<file path="config.mk">
export PLATFORM = sky130hd
export DESIGN_NAME = dataram_rsp_route_flat
export DESIGN_NICKNAME = d
export VERILOG_FILES = /design/src/rtl/dataram_rsp_route_if.sv /design/src/rtl/dataram_rsp_route.sv /design/src/flat_wrapper.sv
export SDC_FILE = /design/constraint.sdc
export NUM_CORES = 2
export LEC_CHECK = 0
export ABC_AREA = 1
export BUFFER_PORTS_ARGS = -buffer_cell sky130_fd_sc_hd__buf_4
export CAP_MARGIN = 20
export CORE_AREA = 2 2 517 519
export DETAILED_ROUTE_END_ITERATION = 16
export DIE_AREA = 0 0 519 521
export HOLD_SLACK_MARGIN = 0.02
export PLACE_DENSITY = 0.53
export SYNTH_ARGS = -nofsm -noshare
export SYNTH_HDL_FRONTEND = slang
export SYNTH_SLANG_ARGS = --single-unit
</file>
<file path="constraint.sdc">
create_clock -name clk -period 24.9 [get_ports clk]
set_input_delay 2.49 -clock clk [delete_from_list [all_inputs] [get_ports clk]]
set_output_delay 2.49 -clock clk [all_outputs]
set_load 0.02 [all_outputs]
</file>
<file path="src/rtl/dataram_rsp_route_if.sv">
// Bus bundle for dataram_rsp_route: command input, data RAM port and the two response channels.
// The parity ports exist only when DATARAM_RSP_PARITY_EN is defined.
interface dataram_rsp_route_if #(
  parameter int ADDR_W = 10,
  parameter int DATA_W = 256,
  parameter int ID_W   = 6
);
  logic              cmd_vld;
  logic              cmd_rdy;
  logic              cmd_wr;
  logic              cmd_src;
  logic [ID_W-1:0]   cmd_id;
  logic [ADDR_W-1:0] cmd_addr;
  logic [DATA_W-1:0] cmd_wdata;

  logic              ram_en;
  logic              ram_we;
  logic [ADDR_W-1:0] ram_addr;
  logic [DATA_W-1:0] ram_wdata;
  logic [DATA_W-1:0] ram_rdata;

  logic              rd_rsp_vld;
  logic              rd_rsp_rdy;
  logic [DATA_W-1:0] rd_rsp_data;
  logic [ID_W-1:0]   rd_rsp_id;

  logic              ev_dat_vld;
  logic              ev_dat_rdy;
  logic [DATA_W-1:0] ev_dat_data;
  logic [ID_W-1:0]   ev_dat_id;

`ifdef DATARAM_RSP_PARITY_EN
  logic              ram_rpar;
  logic              rd_rsp_err;
  logic              ev_dat_err;
`endif

  modport slave (
`ifdef DATARAM_RSP_PARITY_EN
    input  ram_rpar,
    output rd_rsp_err, ev_dat_err,
`endif
    input  cmd_vld, cmd_wr, cmd_src, cmd_id, cmd_addr, cmd_wdata,
    input  ram_rdata, rd_rsp_rdy, ev_dat_rdy,
    output cmd_rdy, ram_en, ram_we, ram_addr, ram_wdata,
    output rd_rsp_vld, rd_rsp_data, rd_rsp_id,
    output ev_dat_vld, ev_dat_data, ev_dat_id
  );

  modport master (
`ifdef DATARAM_RSP_PARITY_EN
    output ram_rpar,
    input  rd_rsp_err, ev_dat_err,
`endif
    output cmd_vld, cmd_wr, cmd_src, cmd_id, cmd_addr, cmd_wdata,
    output ram_rdata, rd_rsp_rdy, ev_dat_rdy,
    input  cmd_rdy, ram_en, ram_we, ram_addr, ram_wdata,
    input  rd_rsp_vld, rd_rsp_data, rd_rsp_id,
    input  ev_dat_vld, ev_dat_data, ev_dat_id
  );
endinterface

</file>
<file path="src/rtl/dataram_rsp_route.sv">
// Drives the data RAM from the granted command and steers read data into per-destination FIFOs
// guarded by credits. Optional parity checking: define DATARAM_RSP_PARITY_EN. RSP_DEPTH: power of two >= 2.
module dataram_rsp_route #(
  parameter int RAM_LAT   = 2,
  parameter int ADDR_W    = 10,
  parameter int DATA_W    = 256,
  parameter int ID_W      = 6,
  parameter int RSP_DEPTH = 4
) (
  input  logic               clk,
  input  logic               rst,
  dataram_rsp_route_if.slave bus
);

  localparam int CW = $clog2(RSP_DEPTH + 1);
  localparam int AW = $clog2(RSP_DEPTH);
  localparam int PW = AW + 1;
  localparam logic [CW-1:0] CRED_MAX = CW'(RSP_DEPTH);

  logic              cmd_rdy, cmd_acc, rd_acc;
  logic [1:0]        inc, push, pop, out_vld, out_rdy;
  logic [CW-1:0]     cred_q [2];
  logic [CW-1:0]     cred_d [2];

  logic              ram_en_q, ram_en_d, ram_we_q, ram_we_d;
  logic [ADDR_W-1:0] ram_addr_q, ram_addr_d;
  logic [DATA_W-1:0] ram_wdata_q, ram_wdata_d;

  logic [RAM_LAT:0]  tag_vld_q, tag_vld_d, tag_src_q, tag_src_d;
  logic [ID_W-1:0]   tag_id_q [RAM_LAT+1];
  logic [ID_W-1:0]   tag_id_d [RAM_LAT+1];

  logic [PW-1:0]     wr_ptr_q [2];
  logic [PW-1:0]     wr_ptr_d [2];
  logic [PW-1:0]     rd_ptr_q [2];
  logic [PW-1:0]     rd_ptr_d [2];
  logic [DATA_W-1:0] fifo_data_q [2][RSP_DEPTH];
  logic [DATA_W-1:0] fifo_data_d [2][RSP_DEPTH];
  logic [ID_W-1:0]   fifo_id_q [2][RSP_DEPTH];
  logic [ID_W-1:0]   fifo_id_d [2][RSP_DEPTH];
  logic [DATA_W-1:0] head_data [2];
  logic [ID_W-1:0]   head_id [2];

  // Reads only need a free credit at their own destination; writes never wait.
  always_comb begin
    cmd_rdy = bus.cmd_wr | (cred_q[bus.cmd_src] < CRED_MAX);
    cmd_acc = bus.cmd_vld & cmd_rdy;
    rd_acc  = cmd_acc & ~bus.cmd_wr;
    inc     = {rd_acc & bus.cmd_src, rd_acc & ~bus.cmd_src};
  end

  always_comb begin
    ram_en_d    = cmd_acc;
    ram_we_d    = cmd_acc & bus.cmd_wr;
    ram_addr_d  = ram_addr_q;
    ram_wdata_d = ram_wdata_q;
    if (cmd_acc) begin
      ram_addr_d  = bus.cmd_addr;
      ram_wdata_d = bus.cmd_wdata;
    end
  end

  // Stage 0 runs alongside the RAM stage; stage RAM_LAT lines up with valid ram_rdata.
  always_comb begin
    tag_vld_d    = {tag_vld_q[RAM_LAT-1:0], rd_acc};
    tag_src_d    = {tag_src_q[RAM_LAT-1:0], bus.cmd_src};
    tag_id_d[0]  = bus.cmd_id;
    for (int k = 1; k <= RAM_LAT; k++) begin
      tag_id_d[k] = tag_id_q[k-1];
    end
  end

  always_comb begin
    out_rdy = {bus.ev_dat_rdy, bus.rd_rsp_rdy};
    push    = {tag_vld_q[RAM_LAT] & tag_src_q[RAM_LAT], tag_vld_q[RAM_LAT] & ~tag_src_q[RAM_LAT]};
    for (int s = 0; s < 2; s++) begin
      out_vld[s]   = (wr_ptr_q[s] != rd_ptr_q[s]);
      head_data[s] = '0;
      head_id[s]   = '0;
      if (out_vld[s]) begin
        head_data[s] = fifo_data_q[s][rd_ptr_q[s][AW-1:0]];
        head_id[s]   = fifo_id_q[s][rd_ptr_q[s][AW-1:0]];
      end
    end
    pop = out_vld & out_rdy;
  end

  always_comb begin
    fifo_data_d = fifo_data_q;
    fifo_id_d   = fifo_id_q;
    for (int s = 0; s < 2; s++) begin
      cred_d[s]   = cred_q[s] + CW'(inc[s]) - CW'(pop[s]);
      wr_ptr_d[s] = wr_ptr_q[s] + PW'(push[s]);
      rd_ptr_d[s] = rd_ptr_q[s] + PW'(pop[s]);
      if (push[s]) begin
        fifo_data_d[s][wr_ptr_q[s][AW-1:0]] = bus.ram_rdata;
        fifo_id_d[s][wr_ptr_q[s][AW-1:0]]   = tag_id_q[RAM_LAT];
      end
    end
  end

  always_ff @(posedge clk or posedge rst) begin
    if (rst) begin
      ram_en_q    <= 1'b0;
      ram_we_q    <= 1'b0;
      ram_addr_q  <= '0;
      ram_wdata_q <= '0;
      tag_vld_q   <= '0;
      tag_src_q   <= '0;
      for (int k = 0; k <= RAM_LAT; k++) tag_id_q[k] <= '0;
      for (int s = 0; s < 2; s++) begin
        cred_q[s]   <= '0;
        wr_ptr_q[s] <= '0;
        rd_ptr_q[s] <= '0;
      end
    end else begin
      ram_en_q    <= ram_en_d;
      ram_we_q    <= ram_we_d;
      ram_addr_q  <= ram_addr_d;
      ram_wdata_q <= ram_wdata_d;
      tag_vld_q   <= tag_vld_d;
      tag_src_q   <= tag_src_d;
      tag_id_q    <= tag_id_d;
      cred_q      <= cred_d;
      wr_ptr_q    <= wr_ptr_d;
      rd_ptr_q    <= rd_ptr_d;
    end
  end

`ifdef DATARAM_RSP_PARITY_EN
  logic cap_err;
  logic fifo_err_q [2][RSP_DEPTH];
  logic fifo_err_d [2][RSP_DEPTH];
  logic head_err [2];

  // Even parity: a good word has XOR of data and parity bit equal to zero.
  always_comb begin
    cap_err    = (^bus.ram_rdata) ^ bus.ram_rpar;
    fifo_err_d = fifo_err_q;
    for (int s = 0; s < 2; s++) begin
      if (push[s]) fifo_err_d[s][wr_ptr_q[s][AW-1:0]] = cap_err;
      head_err[s] = out_vld[s] & fifo_err_q[s][rd_ptr_q[s][AW-1:0]];
    end
  end

  assign bus.rd_rsp_err = head_err[0];
  assign bus.ev_dat_err = head_err[1];
`endif

  always_ff @(posedge clk) begin
    fifo_data_q <= fifo_data_d;
    fifo_id_q   <= fifo_id_d;
`ifdef DATARAM_RSP_PARITY_EN
    fifo_err_q  <= fifo_err_d;
`endif
  end

  assign bus.cmd_rdy     = cmd_rdy;
  assign bus.ram_en      = ram_en_q;
  assign bus.ram_we      = ram_we_q;
  assign bus.ram_addr    = ram_addr_q;
  assign bus.ram_wdata   = ram_wdata_q;
  assign bus.rd_rsp_vld  = out_vld[0];
  assign bus.rd_rsp_data = head_data[0];
  assign bus.rd_rsp_id   = head_id[0];
  assign bus.ev_dat_vld  = out_vld[1];
  assign bus.ev_dat_data = head_data[1];
  assign bus.ev_dat_id   = head_id[1];

endmodule

</file>
<file path="src/flat_wrapper.sv">
// flat-port wrapper written by rule: the top's interface ports become plain ports
module dataram_rsp_route_flat 
#(
  parameter int RAM_LAT   = 2,
  parameter int ADDR_W    = 10,
  parameter int DATA_W    = 256,
  parameter int ID_W      = 6,
  parameter int RSP_DEPTH = 4
)
  (clk, rst, bus_cmd_vld, bus_cmd_wr, bus_cmd_src, bus_cmd_id, bus_cmd_addr, bus_cmd_wdata, bus_ram_rdata, bus_rd_rsp_rdy, bus_ev_dat_rdy, bus_cmd_rdy, bus_ram_en, bus_ram_we, bus_ram_addr, bus_ram_wdata, bus_rd_rsp_vld, bus_rd_rsp_data, bus_rd_rsp_id, bus_ev_dat_vld, bus_ev_dat_data, bus_ev_dat_id);
  dataram_rsp_route_if #(.ADDR_W(ADDR_W), .DATA_W(DATA_W), .ID_W(ID_W)) bus_i ();
  input  logic clk;
  input  logic rst;
  input wire logic [$bits(bus_i.cmd_vld)-1:0] bus_cmd_vld;
  input wire logic [$bits(bus_i.cmd_wr)-1:0] bus_cmd_wr;
  input wire logic [$bits(bus_i.cmd_src)-1:0] bus_cmd_src;
  input wire logic [$bits(bus_i.cmd_id)-1:0] bus_cmd_id;
  input wire logic [$bits(bus_i.cmd_addr)-1:0] bus_cmd_addr;
  input wire logic [$bits(bus_i.cmd_wdata)-1:0] bus_cmd_wdata;
  input wire logic [$bits(bus_i.ram_rdata)-1:0] bus_ram_rdata;
  input wire logic [$bits(bus_i.rd_rsp_rdy)-1:0] bus_rd_rsp_rdy;
  input wire logic [$bits(bus_i.ev_dat_rdy)-1:0] bus_ev_dat_rdy;
  output wire logic [$bits(bus_i.cmd_rdy)-1:0] bus_cmd_rdy;
  output wire logic [$bits(bus_i.ram_en)-1:0] bus_ram_en;
  output wire logic [$bits(bus_i.ram_we)-1:0] bus_ram_we;
  output wire logic [$bits(bus_i.ram_addr)-1:0] bus_ram_addr;
  output wire logic [$bits(bus_i.ram_wdata)-1:0] bus_ram_wdata;
  output wire logic [$bits(bus_i.rd_rsp_vld)-1:0] bus_rd_rsp_vld;
  output wire logic [$bits(bus_i.rd_rsp_data)-1:0] bus_rd_rsp_data;
  output wire logic [$bits(bus_i.rd_rsp_id)-1:0] bus_rd_rsp_id;
  output wire logic [$bits(bus_i.ev_dat_vld)-1:0] bus_ev_dat_vld;
  output wire logic [$bits(bus_i.ev_dat_data)-1:0] bus_ev_dat_data;
  output wire logic [$bits(bus_i.ev_dat_id)-1:0] bus_ev_dat_id;
  assign bus_i.cmd_vld = bus_cmd_vld;
  assign bus_i.cmd_wr = bus_cmd_wr;
  assign bus_i.cmd_src = bus_cmd_src;
  assign bus_i.cmd_id = bus_cmd_id;
  assign bus_i.cmd_addr = bus_cmd_addr;
  assign bus_i.cmd_wdata = bus_cmd_wdata;
  assign bus_i.ram_rdata = bus_ram_rdata;
  assign bus_i.rd_rsp_rdy = bus_rd_rsp_rdy;
  assign bus_i.ev_dat_rdy = bus_ev_dat_rdy;
  assign bus_cmd_rdy = bus_i.cmd_rdy;
  assign bus_ram_en = bus_i.ram_en;
  assign bus_ram_we = bus_i.ram_we;
  assign bus_ram_addr = bus_i.ram_addr;
  assign bus_ram_wdata = bus_i.ram_wdata;
  assign bus_rd_rsp_vld = bus_i.rd_rsp_vld;
  assign bus_rd_rsp_data = bus_i.rd_rsp_data;
  assign bus_rd_rsp_id = bus_i.rd_rsp_id;
  assign bus_ev_dat_vld = bus_i.ev_dat_vld;
  assign bus_ev_dat_data = bus_i.ev_dat_data;
  assign bus_ev_dat_id = bus_i.ev_dat_id;
  dataram_rsp_route #(.RAM_LAT(RAM_LAT), .ADDR_W(ADDR_W), .DATA_W(DATA_W), .ID_W(ID_W), .RSP_DEPTH(RSP_DEPTH)) u_core (.clk(clk), .rst(rst), .bus(bus_i));
endmodule
</file>
==> results_dict.tcl <==
set metrics [dict create \
    cap_viol_max_count 0 \
    core-area_um2 264000 \
    p_total_mw 15.4 \
    fin_crit_sh_pct 31.2 \
    fp-row-count 189 \
    cts_tree "yes" \
    synth_cells 7687 \
    ir_drop_uv 96.4 \
    syn_to_final_growth_pct 23.1 \
    holdPathEnd "u_core.tag_id_q[1]" \
    tns_ns 0 \
    grt_pass1_wl_mm 458 \
    cpMostUsedCell "buf_4" \
    ant_nets 0 \
    portBuffers 1329 \
    critPathKind "reg2out" \
    pin_count 1330 \
    dpl-instance-area_um2 107000 \
    final_area_um2 116000 \
    synth.avg_cell_area_um2 12.2 \
    synth_common_cells "nor2_1, edfxtp_1, o21ai_0, nand2_1, dfrtp_1" \
    timing.rr.start "u_core.rd_ptr_q[4]" \
    path_clk_slew_ns 0.06 \
    grt_overflow 0 \
    dp_hpwl_mm 207 \
    die_w_um 519 \
    ys_warn_count 0 \
    cp_cell_sequence "inv_8 -> buf_4 -> buf_4 -> buf_4 -> o21ai_0 -> o21ai_1 -> inv_1 -> nor2_1 -> buf_4" \
    avgViaCountPerCell 4.99 \
    cts_root_buf "clkbuf_16" \
    min_period_ns 7.77 \
    clock-sinks 2406 \
    slew_headroom_pct 18.0 \
    hold_viol_final 0 \
    synth_most_common_cell "nor2_1" \
    power_density_nw_per_um2 133 \
    drcViolationCount 0 \
    fin_nets 9459 \
    rsz0062_at_grt "false" \
    dr.first_iter.drc_count 5422 \
    synth-edff-count 2096 \
    h-tree-depth 5 \
    async_flop_share_pct 12.9 \
    drt_wl_total_mm 327 \
    cts_resized 0 \
    cp_data_arrival_time_ns 5.28 \
    cts_setup_buffers 0 \
    clock_path_buffers 4 \
    stdcell_count 12700 \
    max_stage_delay_ns 0.85 \
    final-setup-viol-count 0 \
    grt_use_total_pct 23.2 \
    syn_area_um2 93800 \
    drive_gt1_share_pct 19.7 \
    ys_types 22 \
    hold_class "reg2reg" \
    die_area_um2 270000 \
    hold_slack_ns 0.338 \
    power_leakage_nw 44.2 \
    vias 63300 \
    r2r_setup_slack_ns 20.62 \
    syn-num-nets 8234 \
    start_util_pct 35.5 \
    cp-start-kind "flop" \
    n_fill_cell 24500 \
    r2r_end "u_core.cred_q[5]" \
    synthFlopType "edfxtp_1" \
    grt_pass1_vias 60700 \
    insertion_delay_ns 0.82 \
    end_kind "output pin" \
    finalClockSkew_ns 0.0359 \
    worst_slew_pin_slew_ns 1.23 \
    critPathMaxFanout 93 \
    synth_area_leaders "edfxtp_1, nor2_1, dfrtp_1, o21ai_0, nand2_1" \
    ys_ff_latch 2406 \
    cts_hold_buf 0 \
    slew_violations 0 \
    fmax_ghz 0.129 \
    synth_largest_area_cell "edfxtp_1" \
    fp.dieH_um 521 \
    numCtsBuffers 277 \
    first_pass_iters 6 \
    synth_top_area_share_pct 67.1 \
    antenna_found_initial 46 \
    status "finished, final reports clean" \
    hold_depth 0 \
    cp.required_ns 22.41 \
    wl_per_cell_um 25.8 \
    crit_slowest_cell "buf_4" \
    dp.cells 12200 \
    place.gp.congestion 0.902 \
    min_from "u_core.tag_id_d[1]" \
    grt_max_degree 190 \
    reg2reg_depth 12 \
    ys_seq_area_share_pct 75.4 \
]
[routing by layer]
| layer | vias to the layer above | global-route usage (%) | share of wire [%] |
|---|---|---|---|
| li1 | 28800 | - | - |
| met1 | 31700 | 27.4 | 38 |
| met2 | 2193 | 39.1 | 49 |
| met3 | 557 | 4.96 | 6.5 |
| met4 | 32 | 13.8 | 6.6 |
| met5 | - | 0 | 0.064 |
[final cells by class]
cell class,instances,area (um^2),area share (%)
multi-input cells,4528,19900,17.2
repair buffers,1411,10800,9.33
inverters,288,1120,0.968
well taps,3533,4420,3.83
diodes,26,65.1,0.0563
clock inverters,118,958,0.830
flip-flops and latches,2406,70700,61.2
clock buffers,372,7570,6.55
[critical path: cells and delay by family, from the launching register on]
kind                   cells  cell delay, ns
DFF                        1            0.62
buffers and inverters      6            3.08
AOI/OAI and AO/OA          2            0.38
and+or+nand+nor            1            0.22
[placed cells by master (no fill, tap or decap), types with 26 or more instances in the layout]
master        n
nand2_1     814
buf_4      1397
clkinv_2     33
dfrtp_1     306
clkinv_1     53
inv_1       283
nor2_1     2102
clkbuf_16   284
a21boi_1    262
o21ai_1     162
o21ai_0    1149
diode_2      26
clkbuf_1     75
edfxtp_1   2096
[registers in the layout, indices dropped and copies added (netlist names)]
register and flops:
u_core.cred_q 6, u_core.bus.ram_addr 10, u_core.bus.ram_we 1, u_core.tag_vld_q 3, u_core.fifo_id_q 48, u_core.tag_id_d 12
u_core.fifo_data_q 2048, u_core.tag_src_q 3, u_core.rd_ptr_q 6, u_core.wr_ptr_q 6, u_core.tag_id_q 6, u_core.bus.ram_wdata 256
u_core.bus.ram_en 1
[through the flow]
stage                     util (%)  setup WS [ns]
after global placement        40.4          17.85
after global routing          43.7          16.67
after CTS                     43.7          16.90
after floorplan                  -           5.51
after detailed placement      40.4          17.84
final                         43.7          17.13
[power breakdown]
group,switching (mW),internal (mW),total [mW]
combinational,4.58,2.08,6.66
clock,1.64,2.22,3.86
sequential,0.176,4.65,4.83
total,6.40,8.95,15.4
[how the worst max path moves through the flow]
stage	start	end	slack (ns)	cells past startpoint
finish	u_core.rd_ptr_q[3]	bus_rd_rsp_data[31]	17.13	9
global placement	u_core.rd_ptr_q[3]	bus_rd_rsp_data[34]	17.85	9
detailed placement	u_core.rd_ptr_q[3]	bus_rd_rsp_data[34]	17.84	9
CTS	u_core.rd_ptr_q[3]	bus_rd_rsp_data[34]	16.90	9
global route	u_core.rd_ptr_q[3]	bus_rd_rsp_data[34]	16.67	9
floorplan	u_core.tag_src_q[2]	u_core.fifo_data_q[1024]	5.51	3
[cell families (layout without fill, tap and decap cells)]
family	Yosys count	after routing	synth area share (%)
AO/OA/AOI/OAI	1573	1573	9.09
XOR/XNOR	12	12	0.112
flip-flops	2406	2406	75.4
adder cells (fa/ha/maj)	12	12	0.176
buffers and inverters	753	2189	3.48
other	0	26	0
AND/OR/NAND/NOR	2931	2931	11.8
Power figures use the tool's default switching activity.
